**src/rtl/srt2_divider_if.sv**
```systemverilog
// Request/result bundle for srt2_divider: the requester drives the master side, the divider the slave side.
interface srt2_divider_if #(
  parameter int WID = 16
);
  logic           valid;
  logic           in_ready;
  logic           signed_en;
  logic [WID-1:0] dividend;
  logic [WID-1:0] divisor;
  logic           ready;
  logic [WID-1:0] quotient;
  logic [WID-1:0] remainder;
  logic           div_zero;

  modport master (output valid, signed_en, dividend, divisor,
                  input  in_ready, ready, quotient, remainder, div_zero);
  modport slave  (input  valid, signed_en, dividend, divisor,
                  output in_ready, ready, quotient, remainder, div_zero);
endinterface

```
**src/rtl/srt2_divider.sv**
```systemverilog
// Radix-2 SRT divider, signed/unsigned, normalised divisor, on-the-fly quotient conversion.
// Optional zero-divisor short cut enabled by defining SRT2_DIVZERO_EN.
module srt2_divider #(
  parameter int WID = 16
) (
  input logic           clk,
  input logic           rst,
  srt2_divider_if.slave dif
);
  localparam int PW = WID + 2;
  localparam int CW = $clog2(WID + 1);

  typedef enum logic [1:0] {IDLE, WORK, CORR, DONE} state_t;
  state_t state_q, state_d;

  logic signed [PW-1:0] p_q, p_d;
  logic [WID-1:0]       dn_q, dn_d;
  logic [WID-1:0]       qa_q, qa_d, qm_q, qm_d;
  logic [CW-1:0]        lz_q, lz_d, cnt_q, cnt_d;
  logic                 qneg_q, qneg_d, rneg_q, rneg_d;
  logic [WID-1:0]       quo_q, quo_d, rem_q, rem_d;
  logic                 accept, dvd_neg, dvs_neg;
  logic [WID-1:0]       dvd_mag, dvs_mag, qf;
  logic [CW-1:0]        lz_in;
  logic signed [PW-1:0] dext, w;
  logic [1:0]           dig;
`ifdef SRT2_DIVZERO_EN
  logic                 dz_q, dz_d, dzo_q, dzo_d, dvs_zero;
`endif

  function automatic logic [WID-1:0] cond_neg(input logic [WID-1:0] x, input logic en);
    return en ? (~x + 1'b1) : x;
  endfunction

  function automatic logic [CW-1:0] lzc(input logic [WID-1:0] x);
    logic [CW-1:0] n;
    logic          found;
    n     = CW'(WID);
    found = 1'b0;
    for (int i = WID - 1; i >= 0; i--) begin
      if (!found && x[i]) begin
        n     = CW'(WID - 1 - i);
        found = 1'b1;
      end
    end
    return n;
  endfunction

  // Top three bits of 2w (weights -2, 1, 1/2): >=0 -> +1, -1/2 -> 0, <=-1 -> -1.
  function automatic logic [1:0] sel_digit(input logic [2:0] top);
    case (top)
      3'b000, 3'b001, 3'b010, 3'b011: sel_digit = 2'b01;
      3'b111:                         sel_digit = 2'b00;
      default:                        sel_digit = 2'b11;
    endcase
  endfunction

  assign accept  = dif.valid && (state_q == IDLE);
  assign dvd_neg = dif.signed_en & dif.dividend[WID-1];
  assign dvs_neg = dif.signed_en & dif.divisor[WID-1];
  assign dvd_mag = cond_neg(dif.dividend, dvd_neg);
  assign dvs_mag = cond_neg(dif.divisor, dvs_neg);
  assign lz_in   = lzc(dvs_mag);
  assign dext    = $signed({2'b00, dn_q});
`ifdef SRT2_DIVZERO_EN
  assign dvs_zero = (dif.divisor == '0);
`endif

  always_ff @(posedge clk) begin
    if (rst) state_q <= IDLE;
    else     state_q <= state_d;
  end

  always_comb begin
    state_d = state_q;
    case (state_q)
      IDLE: if (dif.valid) begin
`ifdef SRT2_DIVZERO_EN
        state_d = dvs_zero ? CORR : WORK;
`else
        state_d = WORK;
`endif
      end
      WORK: if (cnt_q == '0) state_d = CORR;
      CORR: state_d = DONE;
      DONE: state_d = IDLE;
    endcase
  end

  always_comb begin
    dif.in_ready = (state_q == IDLE);
    dif.ready    = (state_q == DONE);
  end

  always_comb begin
    p_d = p_q;  dn_d = dn_q;  qa_d = qa_q;  qm_d = qm_q;
    lz_d = lz_q;  cnt_d = cnt_q;  qneg_d = qneg_q;  rneg_d = rneg_q;
    quo_d = quo_q;  rem_d = rem_q;
    w = '0;  dig = 2'b00;  qf = qa_q;
`ifdef SRT2_DIVZERO_EN
    dz_d = dz_q;  dzo_d = dzo_q;
`endif
    case (state_q)
      // IDLE: capture magnitudes; the partial remainder starts as 2*w0 = |dividend|
      IDLE: if (accept) begin
        p_d    = $signed({2'b00, dvd_mag});
        dn_d   = dvs_mag << lz_in;
        lz_d   = lz_in;
        cnt_d  = lz_in;
        qa_d   = '0;
        qm_d   = '0;
        qneg_d = dvd_neg ^ dvs_neg;
        rneg_d = dvd_neg;
`ifdef SRT2_DIVZERO_EN
        dz_d = dvs_zero;
        if (dvs_zero) p_d = $signed({2'b00, dif.dividend});
`endif
      end
      // WORK: one SRT digit per cycle, Q/QM kept modulo 2^WID
      WORK: begin
        dig = sel_digit(p_q[PW-1 -: 3]);
        case (dig)
          2'b01: begin
            w    = p_q - dext;
            qa_d = {qa_q[WID-2:0], 1'b1};
            qm_d = {qa_q[WID-2:0], 1'b0};
          end
          2'b11: begin
            w    = p_q + dext;
            qa_d = {qm_q[WID-2:0], 1'b1};
            qm_d = {qm_q[WID-2:0], 1'b0};
          end
          default: begin
            w    = p_q;
            qa_d = {qa_q[WID-2:0], 1'b0};
            qm_d = {qm_q[WID-2:0], 1'b1};
          end
        endcase
        p_d = w <<< 1;
        if (cnt_q != '0) cnt_d = cnt_q - 1'b1;
      end
      // CORR: restore a negative remainder, denormalise, apply signs
      CORR: begin
        w = p_q >>> 1;
        if (w[PW-1]) begin
          w  = w + dext;
          qf = qm_q;
        end else begin
          qf = qa_q;
        end
        quo_d = cond_neg(qf, qneg_q);
        rem_d = cond_neg(WID'(w >>> lz_q), rneg_q);
`ifdef SRT2_DIVZERO_EN
        dzo_d = dz_q;
        if (dz_q) begin
          quo_d = '1;
          rem_d = p_q[WID-1:0];
        end
`endif
      end
      default: ;
    endcase
  end

  always_ff @(posedge clk) begin
    if (rst) begin
      p_q <= '0;  dn_q <= '0;  qa_q <= '0;  qm_q <= '0;
      lz_q <= '0;  cnt_q <= '0;  qneg_q <= 1'b0;  rneg_q <= 1'b0;
      quo_q <= '0;  rem_q <= '0;
`ifdef SRT2_DIVZERO_EN
      dz_q <= 1'b0;  dzo_q <= 1'b0;
`endif
    end else begin
      p_q <= p_d;  dn_q <= dn_d;  qa_q <= qa_d;  qm_q <= qm_d;
      lz_q <= lz_d;  cnt_q <= cnt_d;  qneg_q <= qneg_d;  rneg_q <= rneg_d;
      quo_q <= quo_d;  rem_q <= rem_d;
`ifdef SRT2_DIVZERO_EN
      dz_q <= dz_d;  dzo_q <= dzo_d;
`endif
    end
  end

  assign dif.quotient  = quo_q;
  assign dif.remainder = rem_q;
`ifdef SRT2_DIVZERO_EN
  assign dif.div_zero  = dzo_q;
`else
  assign dif.div_zero  = 1'b0;
`endif
endmodule

```
**src/flat_wrapper.sv**
```systemverilog
// flat-port wrapper written by rule: the top's interface ports become plain ports
module srt2_divider_flat 
#(
  parameter int WID = 16
)
  (clk, rst, dif_valid, dif_signed_en, dif_dividend, dif_divisor, dif_in_ready, dif_ready, dif_quotient, dif_remainder, dif_div_zero);
  srt2_divider_if #(.WID(WID)) dif_i ();
  input logic clk;
  input logic rst;
  input wire logic [$bits(dif_i.valid)-1:0] dif_valid;
  input wire logic [$bits(dif_i.signed_en)-1:0] dif_signed_en;
  input wire logic [$bits(dif_i.dividend)-1:0] dif_dividend;
  input wire logic [$bits(dif_i.divisor)-1:0] dif_divisor;
  output wire logic [$bits(dif_i.in_ready)-1:0] dif_in_ready;
  output wire logic [$bits(dif_i.ready)-1:0] dif_ready;
  output wire logic [$bits(dif_i.quotient)-1:0] dif_quotient;
  output wire logic [$bits(dif_i.remainder)-1:0] dif_remainder;
  output wire logic [$bits(dif_i.div_zero)-1:0] dif_div_zero;
  assign dif_i.valid = dif_valid;
  assign dif_i.signed_en = dif_signed_en;
  assign dif_i.dividend = dif_dividend;
  assign dif_i.divisor = dif_divisor;
  assign dif_in_ready = dif_i.in_ready;
  assign dif_ready = dif_i.ready;
  assign dif_quotient = dif_i.quotient;
  assign dif_remainder = dif_i.remainder;
  assign dif_div_zero = dif_i.div_zero;
  srt2_divider #(.WID(WID)) u_core (.clk(clk), .rst(rst), .dif(dif_i));
endmodule
```
**config.mk**
```make
export PLATFORM = sky130hd
export DESIGN_NAME = srt2_divider_flat
export DESIGN_NICKNAME = d
export VERILOG_FILES = /design/src/rtl/srt2_divider_if.sv /design/src/rtl/srt2_divider.sv /design/src/flat_wrapper.sv
export SDC_FILE = /design/constraint.sdc
export NUM_CORES = 1
export LEC_CHECK = 0
export ABC_CLOCK_PERIOD_IN_PS = 15500
export CORE_MARGIN = 2
export CORE_UTILIZATION = 30
export CTS_BUF_LIST = sky130_fd_sc_hd__clkbuf_16
export CTS_CLUSTER_SIZE = 24
export DETAILED_ROUTE_END_ITERATION = 10
export GPL_TIMING_DRIVEN = 0
export PLACE_DENSITY_LB_ADDON = 0.05
export SLEW_MARGIN = 20
export SYNTH_ARGS = -nofsm -noshare
export SYNTH_HDL_FRONTEND = slang
export SYNTH_SLANG_ARGS = --single-unit
```
**constraint.sdc**
```tcl
create_clock -name clk -period 15.5 [get_ports clk]
set_input_delay 3.875 -clock clk [delete_from_list [all_inputs] [get_ports clk]]
set_output_delay 3.875 -clock clk [all_outputs]
set_load 0.02 [all_outputs]
```
== Word level (Yosys, flattened, before mapping) ==
Index checks and enable logic that the tools add are counted.
Widths: inputs -> output; s select.
Storage, ports and cells
  register bits after elaboration: 112
Cells by class
  add/sub/neg operators: 8
  equality and inequality tests: 13
  shift operators: 2
  mux-type cells: 55
  bitwise gates (word level): 7
  reductions and logical operators: 41
Operator list (count)
  $pmux 16 s2: 4
  $mux 16: 7
  $mux 5: 18
  $add 16x1->16 const B: 4
  $not 16->16: 4
  $mux 18: 3
  $pmux 18 s2: 1
  $pmux 17 s2: 1
  $add 17x17->18: 1
  $sshr 18x5->16: 1
  $add 17x17->17: 1
  $sub 17x17->17: 1
  $logic_and 1x1->1: 16
  $shl 16x5->16: 1
  $logic_not 1->1: 15
  $mux 1: 15
  $pmux 5 s2: 1
  $pmux 2 s4: 1
  $eq 2x2->1 const B: 3
  $eq 3x2->1 const B: 2
  $mux 2: 3
  $ne 2x1->1 const B: 3
  $reduce_and 2->1: 3
  $logic_not 5->1: 1
  other kinds (14): 16

== Logic depth before layout (Yosys ltp) ==
  word-level depth: 51
  mapped depth: 23
  gate-level depth less buffers: 17

== Worst setup path after synthesis ==
OpenSTA, ideal clock, no wires.
  path kind: in2reg
  from: input dif_divisor[0]
  to: register u_core.dn_q[14]
  library setup time: 0.087 ns
  arrival: 6.987 ns
  slack: 8.426 ns
  stages: 16
  buffers on the path: 2
  path through: buf_2 inv_1 ha_1 nor2b_1 clkbuf_1 nand4_1 mux2_2 a32o_1 a31oi_1 a21oi_1 a41oi_4 mux2_2 mux2_4 nor2_2 a21oi_1 o31ai_1
On the way
  word-level cells in the longest chain between the ends: 50
  elaborated cells between the ends (all ways): 65
  classes of those cells: add/sub (1); shift (1); mux (32); bitwise (1); reduce/logical (30)
Ends and longest elaborated chain
  from (decl): RTL line flat_wrapper.sv:13  | input wire logic [$bits(dif_i.divisor)-1:0] dif_divisor;
  $not 16->16: RTL line srt2_divider.sv:32  | return en ? (~x + 1'b1) : x;
  $add 16x1->16: RTL line srt2_divider.sv:32
  $mux 16 (*): RTL line srt2_divider.sv:32
  $mux 1: RTL line srt2_divider.sv:41  | if (!found && x[i]) begin
  $logic_not 1->1: RTL line srt2_divider.sv:41
  $logic_and 1x1->1: RTL line srt2_divider.sv:41
  $mux 1: RTL line srt2_divider.sv:41
  $logic_not 1->1: RTL line srt2_divider.sv:41
  (+34 left out)
  $mux 1: RTL line srt2_divider.sv:41
  $logic_not 1->1: RTL line srt2_divider.sv:41
  $logic_and 1x1->1: RTL line srt2_divider.sv:41
  $mux 1: RTL line srt2_divider.sv:41
  $logic_not 1->1: RTL line srt2_divider.sv:41
  $logic_and 1x1->1: RTL line srt2_divider.sv:41
  $mux 5: RTL line srt2_divider.sv:41
  $shl 16x5->16 (*): RTL line srt2_divider.sv:107  | dn_d = dvs_mag << lz_in;
  to (signal assigned): RTL line srt2_divider.sv:174  | p_q <= p_d; dn_q <= dn_d; qa_q <= qa_d; qm_q <= qm_d;
  to (decl): RTL line srt2_divider.sv:17  | logic [WID-1:0] dn_q, dn_d;
Every way passes the cells marked *; elsewhere a longest branch is shown, timed or not.
A chain may end at the register's enable or synchronous reset.

== Worst setup path in the final report ==
  from: input dif_divisor[1]
  to: register u_core.dn_q[9]
Same word-level chain as after synthesis.

==> results by group <==
Critical path
  • RR Endpoint: u_core.p_q[14]$_SDFFE_PP0P_
  • Reg2reg path depth: 22
  • Worst EP required: about 16 ns
  • Delay-heaviest family, CP: simple AND/OR/NAND/NOR gates
  • CP startpoint: dif_divisor[1]
  • Crit path max fanout: 10
  • Arr. time, crit path: around 8.1 ns
  • Critical path launch point type: primary input
  • Crit Reg-Reg Startpoint: u_core.p_q[17]$_SDFFE_PP0P_
  • CP cell instances: clkdlybuf4s50_1 -> inv_1 -> ha_1 -> nor2b_1 -> clkbuf_1 -> nand3_1 -> o21a_1 -> o32ai_1 -> nand2_1 -> nor2_4 -> a41oi_4 -> buf_4 -> mux2i_1 -> mux2i_1 -> nor2_1 -> nor3_1 -> nor3_1
  • WP buf/inv: 4
  • Crit. End Element: flip-flop
  • Crit-path slowest cell: o32ai_1
  • Reg-to-reg slack, setup: roughly 8.3 ns
  • Crit-path max cell delay: between 0.5 and 0.6 ns
  • WS Path Type: primary input to flip-flop
  • CP Depth: 17

STA
  • Slew headroom: 0.375
  • Sum Neg Setup Slack: 0 ns
  • Period utilisation layout: 0.510
  • Max Clk Rate: around 0.13 GHz
  • Min Tclk post-route: 7.90 ns
  • Least-Margin Pin Slew: around 0.94 ns
  • Final Setup Violations: 0
  • RSZ-0062 raised after global routing: no
  • Hold_ws: around 0.48 ns
  • Setup Skew: between 0.015 and 0.02 ns
  • Max-slew violation count: 0
  • Final setup margin: about 7.6 ns
  • Final Hold Fails: 0

Min path
  • HP Start: u_core.dif.remainder[5]$_SDFFE_PP0P_
  • WHS Endpoint: u_core.dif.remainder[5]$_SDFFE_PP0P_
  • WHS Path Cells: 2
  • Hold Path Class: flip-flop to flip-flop

Floorplanning
  • DIE HEIGHT: 193 um
  • Rows: 69
  • # IOs: 71
  • Core ar.: about 35000 um2
  • Initial core utilization: 0.303
  • Chip width: approximately 190 um
  • Die ar.: 37200 um2

Route
  • Final ANT Viol Nets: 0
  • Post-Route WL: about 42 mm
  • Drt initial violations: 773
  • Vias: between 10000 and 15000
  • Drt wl/cell: 20.9 um
  • DRC: 0
  • DR pass1 iterations: 7
  • DR vias/cell: approximately 5.7

Cells and area
  • Antenna cells: 0
  • Design Area, Final: 12200 um2
  • Fin util: 0.345
  • Leading cell types in the layout, fill and taps excluded: nor2_1, nand2_1, a21oi_1, dfxtp_1, clkbuf_1
  • Fillers: about 3800
  • Synthesis-to-finish area growth: 14.0%
  • Nets: about 1600
  • Commonest non-fill, non-tap cell in the layout: nor2_1
  • Share of layout cells above drive strength 1: 0.0645

GRT
  • Grt total ovfl: 0
  • Met3 Use GR: 0.0200
  • Largest net degree at the start of global routing: 19
  • GR Util met1: 0.319
  • First-pass GRT wire length: approximately 66 mm
  • GRT Util Overall: 0.230
  • Initial antenna violation count: 0
  • Vias in the first global route: about 11000
  • Grt met2 use: 0.378
  • Layer with the highest usage: met2

Clock tree
  • Root buf cell: clkbuf_16
  • TritonCTS Buffers: 9
  • Clk_lat worst skew: about 0.37 ns
  • Post-CTS setup buffers: 0
  • CTS Hold Bufs: 0
  • Clock sink count: 112
  • CTS HTree Levels: 3
  • Clk slew on worst S/H paths: roughly 0.08 ns
  • Clock buffer depth: 2
  • Post_cts resized: 0
  • CTS tree: yes

Yosys
  • Top cells by area, synth: dfxtp_1, a21oi_1, nor2_1
  • Syn Inst Count: around 1500
  • Primary FF master, synth: dfxtp_1
  • Seq/Total Area, Yosys: 0.210
  • Top-area cell type share of the netlist area: 0.210
  • Leading area contributor after synthesis: dfxtp_1
  • Mapped Area: about 11000 um2
  • Synth warn: 0
  • Synth cell types: 106
  • Mean Syn Cell Area: 7.27 um2
  • Syn_nets: 1551
  • Post-synthesis sequential element count: 112
  • Number of synthesized flops with an enable pin: 0
  • Ys async rst share: 0

Power and ir drop
  • Pleak: roughly 4.5 nW
  • Power per cell area: 191 nW/um2
  • Max IR drop VDD: 67.9 uV

Placed design
  • Gpl congestion: 0.893
  • Hpwl dp: around 33 mm
  • Port bufs: 65
  • Pre-CTS setup slack: 7.23 ns
  • Placed inst area: around 12000 um2

Run status
  • Run status: finished, final reports clean

Run
  • Max Cap Violations: 0
==> registers in the layout (all words and copies together) (netlist names) <==
name	cells
u_core.p_q	18
u_core.cnt_q	5
u_core.qneg_q	1
u_core.dn_q	16
u_core.lz_q	5
u_core.qa_q	16
u_core.dif.remainder	16
u_core.state_q	2
u_core.rneg_q	1
u_core.dif.quotient	16
u_core.qm_q	16
==> per-layer routing <==
layer,share of wire,up-vias
li1,-,5551
met1,0.49,5478
met2,0.46,302
met3,0.032,71
met4,0.024,0
met5,0,-
==> tightest hold or removal path: stages, from the launching register on <==
cell and delay [ns]:
dfxtp_1 0.32, nand2_1 0.06, o22ai_1 0.06
==> power by group <==
part | switching [W] | leakage, nW | internal (W)
clock | 0.000119 | 0.144 | 0.000110
sequential | 0.0000943 | 0.910 | 0.000343
combinational | 0.00105 | 3.42 | 0.000613
==> per-stage QoR <==
step                instances  power (W)
finish                   2012    0.00233
global route             2012    0.00252
CTS                      2012    0.00232
detailed placement       1996    0.00208
global placement         1996    0.00209
floorplan                1470    0.00160
==> cells in the mapped netlist, types with 21 or more instances <==
cell,n
nor2_1,192
nand2_1,178
a21oi_1,153
dfxtp_1,112
clkbuf_1,71
xnor2_1,54
o21ai_0,53
mux2i_1,45
ha_1,43
nor3_1,37
inv_1,35
a211oi_1,33
nand3_1,31
xor2_1,29
a22oi_1,21
==> how the worst max path moves through the flow <==
stage / end / slack, ns
2_1_floorplan: u_core.dn_q[14]$_SDFFE_PP0P_ / 8.43
3_3_place_gp: u_core.dn_q[14]$_SDFFE_PP0P_ / 7.21
3_5_place_dp: u_core.dn_q[14]$_SDFFE_PP0P_ / 7.23
4_1_cts: u_core.dn_q[14]$_SDFFE_PP0P_ / 7.60
5_1_grt: u_core.dn_q[9]$_SDFFE_PP0P_ / 7.27
6_report: u_core.dn_q[9]$_SDFFE_PP0P_ / 7.60
==> cell families (layout without fill, tap and decap cells) <==
family	Yosys count	after routing	synth area share
mux	71	71	0.0751
other cells	1	1	0.000351
buf+inv	133	214	0.0497
flops	112	112	0.210
simple gates	548	548	0.234
compound gates	474	474	0.305
fa+ha+maj	45	45	0.0541
xor+xnor	86	86	0.0725
==> area by class of cell <==
cell class              count  area [um2]  area share
multi-input cells        1225        7920       0.650
flip-flops and latches    112        2240       0.184
repair buffers             65         651      0.0534
well taps                 461         577      0.0473
plain buffers              95         389      0.0319
clock buffers               9         225      0.0185
inverters                  38         143      0.0117
clock inverters             7        46.3     0.00380
Note: power is estimated with default switching activity, not from simulation.
==> RTL change 1, RTL diff (same flow settings) <==
`WID` is set to 16 in 3 places; all go to 8.
--- a/src/rtl/srt2_divider_if.sv
+++ b/src/rtl/srt2_divider_if.sv
@@ -2,3 +2,3 @@
 interface srt2_divider_if #(
-  parameter int WID = 16
+  parameter int WID = 8
 );
--- a/src/rtl/srt2_divider.sv
+++ b/src/rtl/srt2_divider.sv
@@ -3,3 +3,3 @@
 module srt2_divider #(
-  parameter int WID = 16
+  parameter int WID = 8
 ) (
--- a/src/flat_wrapper.sv
+++ b/src/flat_wrapper.sv
@@ -3,3 +3,3 @@
 #(
-  parameter int WID = 16
+  parameter int WID = 8
 )
Ports: changed (resized dif_dividend, dif_divisor, dif_quotient and dif_remainder); port bits go from 71 to 39. No check against the original RTL was run, so the function may have changed too.
==> RTL change 1 against the original RTL <==
Clock power is 8% lower; global-route usage is 3.7 points lower; design area is 49% lower; power is 54% lower; wire length is 58% lower; area after synthesis is 50% lower; worst setup slack better by 74 ps; clock skew is 11 ps lower; sequential cell count is 50 lower; largest power group unchanged; count of clock-buffer cells in the layout stayed put.
==> RTL change 1: results (changes against the original RTL) <==
WL/cell -> 17.75 um (-15%)
Final nets -> 806 (-50%)
CTS Buf Count -> 9 (unchanged)
Placer Congestion -> 0.8205 (-8.1%)
Seq/Total Area, Yosys -> 0.2338 (+0.02413)
placed insts -> 972 (-51%)
worst-path fanout max -> 6 (-4)
YS warnings -> 0 (unchanged)
skew final -> 5.253 ps (-10.94 ps)
setup bufs post-CTS -> 0 (unchanged)
placed cell area -> 5921 um^2 (-50%)
number of global-route vias before repair -> 5195 (-53%)
leakage -> 2.375 nW (-47%)
pre-CTS setup slack -> 7413 ps (+185.4 ps)
via/cell ratio -> 5.328 (-6.0%)
drt first pass iters -> 5 (-2)
Largest register FFs -> 10 (-8)
top cells by count, synth -> nor2_1 (97), nand2_1 (68), a21oi_1 (64)
M1 wire length -> 8784 um (-57%)
Area contributors post-synth -> dfxtp_1 (23%), nor2_1 (6.9%), ha_1 (6.1%), a21oi_1 (6.0%), nand2_1 (4.8%)
Met3 Routed Length -> 426 um (-68%)
Post-Syn Instances -> 714 (-51%)
metal2 WL -> 8013 um (-58%)
DR iter-0 viols -> 330 (-57%)
Critical Path AT -> 8010 ps (-120 ps)
Primary FF master, synth -> dfxtp_1
gr usage total -> 0.1922 (-0.03737)
PortBufs -> 33 (-49%)
pin count of the biggest net entering global routing -> 11 (-8)
Largest Register -> u_core.p_q
worst IR drop on VDD -> 0.08931 mV (+32%)
run status -> complete, no violations
share of layout cells above drive strength 1 -> 0.06299 (-0.001482)
Clk Latency, worst-skew pair -> 330 ps (-40 ps)
number of diodes -> 0 (unchanged)
Mapped Nets -> 762 (-51%)
Worst-path clk slew -> 50 ps (-30 ps)
worst-case clock buffer depth -> 2 (unchanged)
worst-margin pin slew -> 782.9 ps (-155.0 ps)
global-route wire length before repair -> 28280 um (-57%)
post-DP HPWL -> 13500 um (-60%)
Non-Filler Instances -> 987 (-51%)
Synth cell types -> 77 (-27%)
==> RTL change 1: cell types whose count changed after synthesis, moves of 31 or more <==
cell / delta
nand2_1: -110
nor2_1: -95
a21oi_1: -89
dfxtp_1: -50
clkbuf_1: -37
xnor2_1: -31
==> RTL change 1: path summary, 6_finish.rpt <==
path	from	to	slack [ps]	depth (start not counted)
setup / recovery	dif_divisor[0]	u_core.dn_q[6]$_SDFFE_PP0P_	7670	13
setup reg to reg	u_core.p_q[9]$_SDFFE_PP0P_	u_core.p_q[7]$_SDFFE_PP0P_	10040	17
hold reg to reg	u_core.qa_q[0]$_SDFFE_PP0P_	u_core.qa_q[0]$_SDFFE_PP0P_	480	2
hold / removal	u_core.qa_q[0]$_SDFFE_PP0P_	u_core.qa_q[0]$_SDFFE_PP0P_	480	2
==> RTL change 1: cell families after synthesis <==
group / Yosys count / synth area share
other: 1 / 0.0007064
AOI/OAI and AO/OA: 229 / 0.2998
muxes: 32 / 0.06410
adders and majority gates: 28 / 0.06882
and+or+nand+nor: 249 / 0.2154
DFF: 62 / 0.2338
buffers and inverters: 77 / 0.05798
xor gates and xnor gates: 36 / 0.05939
==> RTL change 1: critical path, stage by stage <==
cell and delay (ps):
clkdlybuf4s50_1 550, inv_1 250, ha_1 260, nor3b_1 660, o211ai_1 250, o211ai_1 170
and3_1 180, clkbuf_1 270, nand2_1 160, o31ai_2 490, mux4_2 580, o21ai_0 220
a21oi_1 90
==> RTL change 1: layer usage <==
layer,global-route usage,up-vias
li1,-,2657
met1,0.2672,2488
met2,0.3156,93
met3,0.02370,21
met4,0.04525,0
met5,0,-
==> RTL change 1: area by class of cell <==
cell class / count / area [um^2]
Fill cell: 1835 / 11070
Tap cell: 225 / 281.5
Sequential cell: 62 / 1241
Multi-Input combinational cell: 575 / 3760
Timing Repair Buffer: 33 / 330.3
Inverter: 34 / 127.6
Clock inverter: 6 / 77.57
Buffer: 43 / 180.2
Clock buffer: 9 / 225.2
==> RTL change 1: where the power goes <==
part	switching, mW	total (mW)	internal [mW]
clock	0.0725	0.211	0.138
combinational	0.396	0.641	0.245
sequential	0.0372	0.226	0.189
==> RTL change 2, RTL diff (config.mk and constraints unchanged) <==
Made on the original files. Take the reset off `p_q`, `dn_q`, `qa_q`, `qm_q` and `lz_q` and load them in a clocked block of their own.
--- a/src/rtl/srt2_divider.sv
+++ b/src/rtl/srt2_divider.sv
@@ -166,4 +166,3 @@
     if (rst) begin
-      p_q <= '0;  dn_q <= '0;  qa_q <= '0;  qm_q <= '0;
-      lz_q <= '0;  cnt_q <= '0;  qneg_q <= 1'b0;  rneg_q <= 1'b0;
+      cnt_q <= '0;  qneg_q <= 1'b0;  rneg_q <= 1'b0;
       quo_q <= '0;  rem_q <= '0;
@@ -173,4 +172,3 @@
     end else begin
-      p_q <= p_d;  dn_q <= dn_d;  qa_q <= qa_d;  qm_q <= qm_d;
-      lz_q <= lz_d;  cnt_q <= cnt_d;  qneg_q <= qneg_d;  rneg_q <= rneg_d;
+      cnt_q <= cnt_d;  qneg_q <= qneg_d;  rneg_q <= rneg_d;
       quo_q <= quo_d;  rem_q <= rem_d;
@@ -180,2 +178,10 @@
     end
+  end
+
+  always_ff @(posedge clk) begin
+    p_q  <= p_d;
+    dn_q <= dn_d;
+    qa_q <= qa_d;
+    qm_q <= qm_d;
+    lz_q <= lz_d;
   end
Check against the original RTL: same outputs for any inputs over 4 cycles, from zero or initial values and one cycle with rst high; that may be too few to reach the edited logic, so the function may still have changed.
==> RTL change 2 against the original RTL <==
First-iteration DRC count down 1.6%; sequential cell count unchanged; wire length down 9.9%; fmax down 1.4%; power up 29%; design area up 0.87%; area after synthesis down 0.14%; worst setup slack worse by 110 ps; critical path type unchanged; largest cell class unchanged; highest routed layer unchanged.
==> RTL change 2: results (changes against the original RTL) <==
placed cell area -> 11970 um^2 (+0.43%)
clock root cell -> clkbuf_16
leakage -> 4.520 nW (+1.1%)
slowest cell on the critical path -> nor3_1
Area contributors post-synth -> edfxtp_1 (20%), dfxtp_1 (7.7%), nand2_1 (6.0%), mux2i_1 (5.4%), nor2_1 (5.3%)
gr usage total -> 0.2100 (-0.01952)
Primary FF master, synth -> edfxtp_1
xor/xnor share of the synthesized area -> 0.06796 (-0.004585)
Largest Register -> u_core.p_q
pin count of the biggest net entering global routing -> 25 (+6)
setup bufs post-CTS -> 0 (unchanged)
Worst-path clk slew -> 90 ps
Worst slew margin -> 0.3632 (-0.01150)
mux cell area share after synthesis -> 0.06807 (-0.007041)
WL/cell -> 20.17 um (-3.6%)
Max Slew Vio Count -> 0 (unchanged)
# H-tree levels -> 3 (unchanged)
global-route wire length before repair -> 60570 um (-8.0%)
skew final -> 23.50 ps (+7.305 ps)
drt first pass iters -> 6 (-1)
Final nets -> 1495 (-8.1%)
DR iter-0 viols -> 761 (-1.6%)
Slowest Stage Delay on Critical Path -> 500 ps (-30 ps)
run status -> complete, no violations
Clk Latency, worst-skew pair -> 380 ps
worst-case clock buffer depth -> 2 (unchanged)
# resized after CTS -> 0 (unchanged)
CTS Buf Count -> 9 (unchanged)
worst-path fanout max -> 10 (unchanged)
Critical Path AT -> 8130 ps (about the same)
Placer Congestion -> 0.8860 (-0.76%)
share of layout cells above drive strength 1 -> 0.05849 (-0.005983)
Mapped Nets -> 1417 (-8.6%)
worst IR drop on VDD -> 0.07407 mV (+9.1%)
Vias -> 10484 (-8.1%)
PortBufs -> 65 (unchanged)
top cells by count, synth -> nand2_1 (171), nor2_1 (152), a21oi_1 (101)
post-DP HPWL -> 30240 um (-9.6%)
post-synthesis adder-cell area fraction -> 0.05413 (+0.00007600)
post-synthesis compound-gate area fraction -> 0.2661 (-0.03847)
Largest register FFs -> 18 (unchanged)
Synth cell types -> 102 (-3.8%)
worst hold path class -> flip-flop to flip-flop
YS warnings -> 0 (unchanged)
number of diodes -> 0 (unchanged)
Internal Power -> 1.401 mW (+32%)
Post-synth EDFFs -> 71 (+71)
pre-CTS setup slack -> 7110 ps (-118.4 ps)
Seq/Total Area, Yosys -> 0.2765 (+0.06684)
-- RTL change 2: power groups by stage --
stage	clock network [mW]	registers, mW	logic (mW)
3_3_place_gp	0	0.632	2.13
6_report	0.254	0.608	2.16
2_1_floorplan	0	0.590	1.53
5_1_grt	0.270	0.623	2.39
4_1_cts	0.263	0.609	2.15
3_5_place_dp	0	0.615	2.14
-- RTL change 2: worst reg2reg max path: stages, from the launching register on --
cell	delay, ps
edfxtp_1	650
clkbuf_1	490
buf_2	330
buf_2	370
buf_2	410
buf_1	560
nand3_1	510
nand2_1	430
clkbuf_1	520
o21ai_0	300
fa_1	490
a21o_1	180
a21oi_1	230
o21bai_1	110
a21oi_1	240
o21bai_1	100
a21oi_1	320
o211ai_1	260
a31o_2	290
a21oi_1	170
xnor2_1	100
a221o_1	340
-- RTL change 2: final cells by class --
| type | instances | area [um^2] |
|---|---|---|
| plain buffers | 72 | 305.3 |
| clock buffers | 9 | 225.2 |
| clock inverters | 7 | 101.3 |
| fillers | 3749 | 23010 |
| inverters | 42 | 157.7 |
| multi-input cells | 1110 | 7274 |
| flip-flops and latches | 112 | 2953 |
| well taps | 461 | 576.8 |
| repair buffers | 67 | 705.7 |
-- RTL change 2: logic make-up after synthesis --
| logic type | count (synthesis) |
|---|---|
| fa+ha+maj | 45 |
| xor+xnor | 82 |
| buf+inv | 114 |
| mux | 68 |
| other cells | 1 |
| simple gates | 506 |
| compound gates | 408 |
| flops | 112 |
-- RTL change 2: worst paths after layout --
kind / startpoint / to / slack [ps] / cells past startpoint
worst min register to register: u_core.dif.remainder[1]$_SDFFE_PP0P_ / u_core.dif.remainder[1]$_SDFFE_PP0P_ / 480 / 2
worst max register to register: u_core.p_q[17]$_SDFFCE_PN0P_ / u_core.p_q[15]$_DFFE_PP_ / 7860 / 21
worst max-delay path: dif_divisor[3] / u_core.dn_q[14]$_SDFFCE_PP0P_ / 7480 / 14
worst min-delay path: u_core.dif.remainder[1]$_SDFFE_PP0P_ / u_core.dif.remainder[1]$_SDFFE_PP0P_ / 480 / 2
-- RTL change 2: metrics by stage --
stage | hold WS, ps | std cells | power (mW)
6_report | 477.7 | 1880 | 3.018
5_1_grt | 500.3 | 1880 | 3.287
4_1_cts | 480.8 | 1880 | 3.021
3_5_place_dp | 462.3 | 1864 | 2.752
3_3_place_gp | 460.9 | 1862 | 2.757
2_1_floorplan | 481.1 | 1336 | 2.117
-- RTL change 2: metal layers --
layer | track usage | part of all wire
met1 | 0.2885 | 0.48
met2 | 0.3570 | 0.48
met3 | 0.01691 | 0.026
met4 | 0.04844 | 0.016
met5 | 0 | 0
